## config.mk

```make
export PLATFORM = sky130hd
export DESIGN_NAME = rob_alloc
export DESIGN_NICKNAME = d
export VERILOG_FILES = /design/src/rtl/rob_alloc.sv
export SDC_FILE = /design/constraint.sdc
export NUM_CORES = 1
export LEC_CHECK = 0
export ABC_AREA = 0
export CAP_MARGIN = 20
export CORE_UTILIZATION = 43
export DETAILED_ROUTE_END_ITERATION = 6
export PLACE_DENSITY_LB_ADDON = 0.12
export REMOVE_ABC_BUFFERS = 1
export SETUP_SLACK_MARGIN = 0.1
export SLEW_MARGIN = 0
export SYNTH_ARGS = -nofsm -noshare
export SYNTH_HDL_FRONTEND = slang
export SYNTH_SLANG_ARGS = --single-unit
```

## constraint.sdc

```tcl
create_clock -name clk -period 3.35 [get_ports clk]
set_input_delay 0.335 -clock clk [delete_from_list [all_inputs] [get_ports clk]]
set_output_delay 0.335 -clock clk [all_outputs]
set_load 0.01 [all_outputs]
```

## src/rtl/rob_alloc.sv

```systemverilog
// Reorder-buffer entry allocator: in-order allocation at the tail, retirement at the head,
// registered rename-map invalidate. Optional stall counter under macro ROB_ALLOC_STAT_EN.
`ifndef RobDepth
`define RobDepth 16
`endif

module rob_alloc #(
    parameter  int DEPTH = `RobDepth,
    parameter  int ALLOC = 2,
    localparam int ADDR  = $clog2(DEPTH)
) (
    input  logic                       clk,
    input  logic                       reset_,
    input  logic [ALLOC-1:0]           req_,
    output logic                       alloc_ok,
    output logic [ALLOC-1:0][ADDR-1:0] alloc_addr,
    input  logic                       commit_,
    output logic [ADDR-1:0]            head_addr,
    input  logic                       flush_,
    output logic                       inve_,
    output logic [ADDR-1:0]            invaddr,
    output logic [ADDR:0]              count,
    output logic                       full,
    output logic                       empty,
    output logic [31:0]                stall_cnt
);

    localparam logic [ADDR:0] DEPTH_W = (ADDR+1)'(DEPTH);
    localparam logic [ADDR:0] ONE     = (ADDR+1)'(1);

    logic [ADDR:0] head;
    logic [ADDR:0] tail;
    logic [ADDR:0] nreq;
    logic [ADDR:0] free_slots;
    logic          commit_acc;
    logic          prefix_done;

    assign count      = tail - head;
    assign full       = (count == DEPTH_W);
    assign empty      = (count == '0);
    assign head_addr  = head[ADDR-1:0];
    assign free_slots = DEPTH_W - count;
    assign commit_acc = !commit_ && !empty;

    // Only the contiguous run of active slots starting at slot 0 is counted.
    always_comb begin
        nreq        = '0;
        prefix_done = 1'b0;
        for (int k = 0; k < ALLOC; k++) begin
            if (!prefix_done && !req_[k]) begin
                nreq = nreq + ONE;
            end else begin
                prefix_done = 1'b1;
            end
        end
    end

    assign alloc_ok = (nreq != '0) && (free_slots >= nreq);

    always_comb begin
        for (int k = 0; k < ALLOC; k++) begin
            alloc_addr[k] = ADDR'(tail[ADDR-1:0] + ADDR'(k));
        end
    end

    always_ff @(posedge clk or negedge reset_) begin
        if (!reset_) begin
            head    <= '0;
            tail    <= '0;
            inve_   <= 1'b1;
            invaddr <= '0;
        end else if (!flush_) begin
            head  <= '0;
            tail  <= '0;
            inve_ <= 1'b1;
        end else begin
            if (alloc_ok) begin
                tail <= tail + nreq;
            end
            if (commit_acc) begin
                head    <= head + ONE;
                invaddr <= head[ADDR-1:0];
            end
            inve_ <= !commit_acc;
        end
    end

`ifdef ROB_ALLOC_STAT_EN
    // Flush cycles are excluded: any grant then is void anyway.
    always_ff @(posedge clk or negedge reset_) begin
        if (!reset_) begin
            stall_cnt <= '0;
        end else if ((nreq != '0) && !alloc_ok && flush_ && (stall_cnt != 32'hFFFF_FFFF)) begin
            stall_cnt <= stall_cnt + 32'd1;
        end
    end
`else
    assign stall_cnt = '0;
`endif

`ifndef SYNTHESIS
    logic [ALLOC-1:0] req_low;
    assign req_low = ~req_;

    a_req_contiguous: assert property (@(posedge clk) disable iff (!reset_)
        ((req_low & (req_low + 1'b1)) == '0));

    a_commit_not_empty: assert property (@(posedge clk) disable iff (!reset_)
        !(!commit_ && empty));
`endif

endmodule

```

==> results of run 1 <==
-- layout make-up --
class | instances | share of cell area [%]
clock buffers | 3 | 1.298
clock inverters | 1 | 0.4326
well taps | 44 | 3.172
repair buffers | 38 | 20.48
flip-flops and latches | 15 | 21.70
inverters | 12 | 2.596
multi-input cells | 124 | 50.32
-- worst max-delay path, cell delays in order (launching register included) --
cell and delay, ns:
dfrtp_1 0.36, inv_1 0.05, ha_1 0.23, fa_2 0.59, ha_2 0.19, nand2_1 0.09
nor2_2 0.15, ha_1 0.24, clkdlybuf4s50_1 0.57
-- cells by family (layout without fill, tap and decap cells) --
family / Yosys count / in the layout / synth area share, %
multiplexers: 6 / 6 / 4.177
adder cells (fa/ha/maj): 15 / 15 / 13.81
AO/OA/AOI/OAI: 16 / 16 / 7.843
AND/OR/NAND/NOR: 45 / 45 / 18.50
other: 1 / 32 / 0.2555
flip-flops: 15 / 15 / 25.66
buffers and inverters: 53 / 54 / 23.78
XOR/XNOR: 10 / 10 / 5.967
-- power breakdown --
part	internal (mW)	switching (mW)
clock	0.0454	0.0613
combinational	0.536	0.520
sequential	0.217	0.0241
total	0.798	0.605
-- registers in the layout, summed over array words and instances (netlist names) --
register and count:
inve_ 1, invaddr 4, head 5, tail 5
-- through the flow --
step / power (mW) / cell area [um2] / setup WS (ns) / cells / utilization, %
floorplan: 0.8350 / 1280 / 0.5450 / 151 / -
CTS: 1.360 / 1717 / 0.1016 / 235 / 54.44
global placement: 1.200 / 1665 / 0.2297 / 229 / 52.82
global route: 1.523 / 1735 / 0.1041 / 237 / 55.04
finish: 1.403 / 1735 / 0.2439 / 237 / 55.04
detailed placement: 1.229 / 1665 / 0.1103 / 229 / 52.82
-- path summary, 6_finish.rpt --
path | start | end | slack (ns) | cells after the start
setup / recovery | tail[0] | empty | 0.24 | 8
hold / removal | reset_ | tail[4] | 0.44 | 1
setup reg to reg | tail[0] | invaddr[0] | 0.57 | 10
hold reg to reg | invaddr[1] | invaddr[1] | 0.48 | 2
max in group asynchronous | reset_ | invaddr[3] | 2.46 | 1
min in group clk | invaddr[1] | invaddr[1] | 0.48 | 2
-- placed cells by master (no fill, tap or decap), types with 3 or more instances in the layout --
cell / count
conb_1: 32
clkdlybuf4s50_1: 29
nand2_1: 15
dfrtp_1: 14
inv_1: 12
ha_1: 12
buf_4: 8
nand2b_1: 7
o21ai_0: 6
xnor2_1: 5
mux2i_1: 5
xor2_1: 4
and2_1: 4
nor2b_1: 3
nand3_1: 3
clkbuf_4: 3
-- layer usage --
layer	vias up	share of wire, %
li1	520	-
met1	502	43
met2	53	48
met3	4	7.2
met4	0	1.4
met5	-	0
-- what timing repair did --
action	in CTS	in global routing
pin swaps	1	2
endpoints found under the setup margin	1	1
endpoints found under the hold margin	0	0
buffers inserted	2	2
resized for setup	4	4
==> summary.txt, run 1 <==
Initial Utilization: 46.55%
Initial antenna violation count: 0
CTS tree: built
CTS buffer count: 3
Worst hold margin: 0.4404 ns
Drt drc: 0
Via count: 1079
Clk_skew: 0.01660 ns
Outcome: finished clean
Port bufs: 30
Met2 Use GR: 26.84%
GRT met1 Usage: 20.50%
Main area contributors after synthesis: dfrtp_1, buf_4, ha_1, nand2_1, mux2i_1
DRT Wirelength: 2.691 mm
Area of the multi-input gates: 873.3 um2
Worst Setup Start Kind: register
Post-synth top flop: dfrtp_1
Sequential share of the synthesized area: 25.66%
CP Data Arrival Time: 2.77 ns
Crit end category: output pin
Die area: 3651 um2
Leakage: 0.8486 nW
Synth Instances: 161
Max Clock Freq: 0.3219 GHz
Clock sink count: 15
Placer Congestion: 0.7876
Vias/cell: 4.553
Clock Latency Late Sink: 0.29 ns
Gr busiest metal: met2
Fin. max-slew vios: 0
Final worst path period share: 92.72%
Slew @ Worst Pin: 0.6723 ns
Setup TNS: 0 ns
YS warnings: 0
Worst-path clk slew: 0.10 ns
Max capacitance violation total: 0
H-tree level count: 1
Post-synth EDFFs: 0
Final setup viols: 0
WP data required: 3.01 ns
Nets@finish: 215
Post-synth top cells: buf_4, nand2_1, dfrtp_1, ha_1, inv_1
RSZ-0062 raised after global routing: no
Worst min path class: primary input to asynchronous set/reset pin
Final Hold Vio Count: 0
Die H: 60.42 um
Number of global-route vias before repair: 970
All-Layer GR Usage: 16.29%
Root Driver: clkbuf_4
First-pass GRT wire length: 4.402 mm
Share of post-route cells with drive strength above 1: 13.47%
Num rows: 20
Initial DRC count: 29
Synth cell types: 36
Slew HR: 55.04%
Power per cell area: 808.4 nW/um2
DR pass1 iterations: 4
Max VDD drop: 0.2857 mV
Die width: 60.42 um
CTS Hold Bufs: 0
Layout area overhead: 18.24%
Mean area per synthesized cell: 9.116 um2
CTS max path bufs: 2
Fillers: 302
Largest net degree at the start of global routing: 17
Tmin final: 3.106 ns
Yosys top cell area share: 23.87%
Post-Syn Area: 1468 um2
Register cell area after layout: 376.6 um2
Post-DP HPWL: 2.163 mm
Met3 GRT Util: 4.691%
Top Ports: 63
Core area: 3153 um2
Synth Register Bits: 15
Synth async-reset ratio: 100.0%
Setup CP Type: register to output pin
Antenna cell count: 0
Count leader, synth: buf_4
Antenna Violating Nets Remaining: 0
Largest area contributor in the netlist: dfrtp_1
CP Max Fanout: 3
GR Overflow Total: 0
DR WL/cell: 11.35 um
No activity file was read; power rests on OpenSTA's default activity.
==> inputs of run 2 (changes only) <==
- ABC_AREA: 0 -> 1
- CORE_UTILIZATION: 43 -> 42
- GPL_TIMING_DRIVEN: unset -> 0
==> run 2 against run 1 <==
First-iteration DRC count increased by 3.4%; sequential share of layout area increased by 0.078 points; clock power decreased by 7%; synthesized area decreased by 1.7%; global-route usage decreased by 0.052 points; register-to-register slack improved by 0.09 ns; combinational power increased by 15%; non-clock buffer count increased by 1; die area increased by 0.61%; routed wire length increased by 3.1%; worst hold slack improved by 0.016 ns; highest routed layer unchanged.
==> summary.txt, run 2 <==
Outcome: finished clean
Power per cell area: 895.7 nW/um2 (+11%)
Clock Power Share: 6.4% (-1.2 points)
H-tree level count: 1 (unchanged)
Mean area per synthesized cell: 8.015 um2 (-12%)
Initial DRC count: 30 (+3.4%)
GR Overflow Total: 0 (unchanged)
Worst-path clk slew: 0.08 ns (-0.02 ns)
RSZ-0062 raised after global routing: no
Num rows: 20 (unchanged)
Overall power: 1.575 mW (+12%)
Tmin final: 3.079 ns (-0.02697 ns)
Worst-path cell chain: inv_1 > ha_2 > a21oi_2 > nand2_1 > nand2_1 > nand2_1 > nor3_4 > ha_4 > nand3_2 > nor2_4 > nand3_4 > nand2_4 > inv_1 > clkdlybuf4s15_1
Combinational group share of total power: 77.8% (+2.6 points)
Slew @ Worst Pin: 0.6665 ns (-0.005791 ns)
Most common cell after layout, fill and taps aside: conb_1
Nets@finish: 234 (+8.8%)
Post-Syn Area: 1443 um2 (-1.7%)
Psw: 0.7157 mW (+18%)
DR WL/cell: 10.84 um (-4.6%)
Final worst path period share: 91.91% (-0.81 points)
Final setup viols: 0 (unchanged)
Yosys top cell area share: 24.28% (+0.41 points)
Most frequent cells in the layout: conb_1, clkdlybuf4s50_1, inv_1
Leakage: 0.8967 nW (+5.7%)
Root Driver: clkbuf_4
CP peak stage delay: 0.45 ns (-0.14 ns)
Worst hold margin: 0.4564 ns (+0.01600 ns)
WP data required: 3.01 ns (about the same)
Placer Congestion: 0.7575 (-3.8%)
Initial antenna violation count: 0 (unchanged)
Synth cell types: 26 (-28%)
Clock sink count: 15 (unchanged)
Via count: 1184 (+9.7%)
Crit-path leading delay family: simple AND/OR/NAND/NOR gates
Drt drc: 0 (unchanged)
Seq pwr share: 15.9% (-1.3 points)
Number of global-route vias before repair: 986 (+1.6%)
Post-synth EDFFs: 0 (unchanged)
Max capacitance violation total: 0 (unchanged)
DRT Wirelength: 2.774 mm (+3.1%)
Sequential share of the synthesized area: 26.11% (+0.45 points)
Worst Setup Start Kind: register
Top Ports: 63 (unchanged)
WP buf/inv: 3 (+1)
CTS Hold Bufs: 0 (unchanged)
CTS tree: built
Share of post-route cells with drive strength above 1: 17.92% (+4.5 points)
Port bufs: 30 (unchanged)
All-Layer GR Usage: 16.24% (-0.052 points)
Synth async-reset ratio: 100.0% (unchanged)
Crit path launch: head[2]
Max VDD drop: 0.3586 mV (+26%)
Worst min path class: primary input to asynchronous set/reset pin
DR pass1 iterations: 4 (unchanged)
Reg2reg start: head[0]
Layout area overhead: 21.86%
Largest area contributor in the netlist: dfrtp_1
Post-DP HPWL: 2.063 mm (-4.7%)
Antenna cell count: 0 (unchanged)
Clock Latency Late Sink: 0.28 ns (about the same)
CTS max path bufs: 2 (unchanged)
Fin cells: 256 (+8.0%)
Vias/cell: 4.625 (+1.6%)
Max Clock Freq: 0.3248 GHz (+0.88%)
Die H: 60.61 um (+0.31%)
First-pass GRT wire length: 4.347 mm (-1.2%)
YS warnings: 0 (unchanged)
Crit-path slowest cell: dfrtp_2
DP Cell Count: 243 (+6.1%)
Die width: 60.61 um (+0.31%)
Biggest regs: head (5), tail (5), invaddr (4)
Largest net degree at the start of global routing: 16 (-1)
Worst path depth: 14 (+6)
Crit end category: output pin
Count leader, synth: buf_4
Main area contributors after synthesis: dfrtp_1, buf_4, ha_1, inv_1, nand2_1
Slew HR: 55.43% (+0.39 points)
CTS buffer count: 3 (unchanged)
Antenna Violating Nets Remaining: 0 (unchanged)
Synth Register Bits: 15 (unchanged)
Die area: 3673 um2 (+0.61%)
Clk_skew: 0.001253 ns (-0.01534 ns)
CP Data Arrival Time: 2.74 ns (-0.03 ns)
Internal Power: 0.8589 mW (+7.7%)
Final Hold Vio Count: 0 (unchanged)
Final design utilization: 55.75% (+0.71 points)
Setup CP Type: register to output pin
Fin. max-slew vios: 0 (unchanged)
Setup TNS: 0 ns (unchanged)
Core area: 3153 um2 (unchanged)
Post-synth top flop: dfrtp_1
Worst reg-to-reg path cell count: 14 (+4)
Initial Utilization: 45.75% (-0.79 points)
Synth Instances: 180 (+12%)
Sw Ratio: 45.45% (+2.3 points)
Most used cell, CP: nand2_1
Post-synth top cells: buf_4, inv_1, nand2_1, dfrtp_1, nand3_1
CP Max Fanout: 5 (+2)
[run 2: cell types whose count changed after synthesis, moves of 3 or more]
cell and change:
nand3_1 +11, nor2_1 +6, mux2i_1 -5, nand2b_1 -7, xnor2_1 -3, nand2_2 +4
and2_1 -4, nand4_1 +5, a21oi_1 +4, nor2b_1 -3, nand2_1 +4, inv_1 +12
[run 2: what timing repair did]
action | in CTS | in global routing
pin swaps | 6 | 4
setup buffers | 6 | 3
gates resized for setup | 9 | 11
endpoints found under the setup margin | 3 | 1
[run 2: routing by layer]
| layer | routed length (um) | global-route usage [%] |
|---|---|---|
| met1 | 1220 | 19.15 |
| met3 | 169 | 4.478 |
| met5 | 0 | 0 |
| met2 | 1364 | 29.20 |
| met4 | 19 | 3.896 |
[run 2: through the flow]
stage,setup WS (ns),instance area [um2]
after detailed placement,-0.1560,1604
after floorplan,0.3833,1249
after global routing,0.1243,1758
final,0.2709,1758
after global placement,-0.1141,1604
after CTS,0.1127,1694
[run 2: logic make-up (layout without fill, tap and decap cells)]
family	Yosys count	after routing	share of synthesized area, %
AOI/OAI and AO/OA	13	13	4.944
xor gates and xnor gates	8	8	4.857
adders and majority gates	15	15	14.05
buffers and inverters	68	69	28.27
DFF	15	15	26.11
other	1	32	0.2599
and+or+nand+nor	60	60	21.51
[run 2: layout make-up]
| type | instances | area, um2 |
|---|---|---|
| Tap cell | 44 | 55.05 |
| Inverter | 26 | 97.59 |
| Fill cell | 320 | 1395 |
| Clock buffer | 4 | 26.28 |
| Multi-Input combinational cell | 128 | 828.3 |
| Timing Repair Buffer | 39 | 367.9 |
| Sequential cell | 15 | 382.9 |
[run 2: power groups by stage]
stage / Sequential, mW / Clock (mW) / Combinational, mW
floorplan: 0.271 / 0 / 0.605
global placement: 0.263 / 0 / 0.956
detailed placement: 0.263 / 0 / 0.980
CTS: 0.253 / 0.104 / 1.09
global route: 0.254 / 0.113 / 1.35
finish: 0.250 / 0.100 / 1.22
[run 2: path summary, 6_finish.rpt]
check / slack (ns) / to
min in group clk: 0.48 / invaddr[2]
worst min-delay path: 0.46 / invaddr[3]
worst max register to register: 0.66 / head[0]
worst max-delay path: 0.27 / alloc_ok
max in group asynchronous: 2.43 / tail[2]
worst min register to register: 0.48 / invaddr[2]
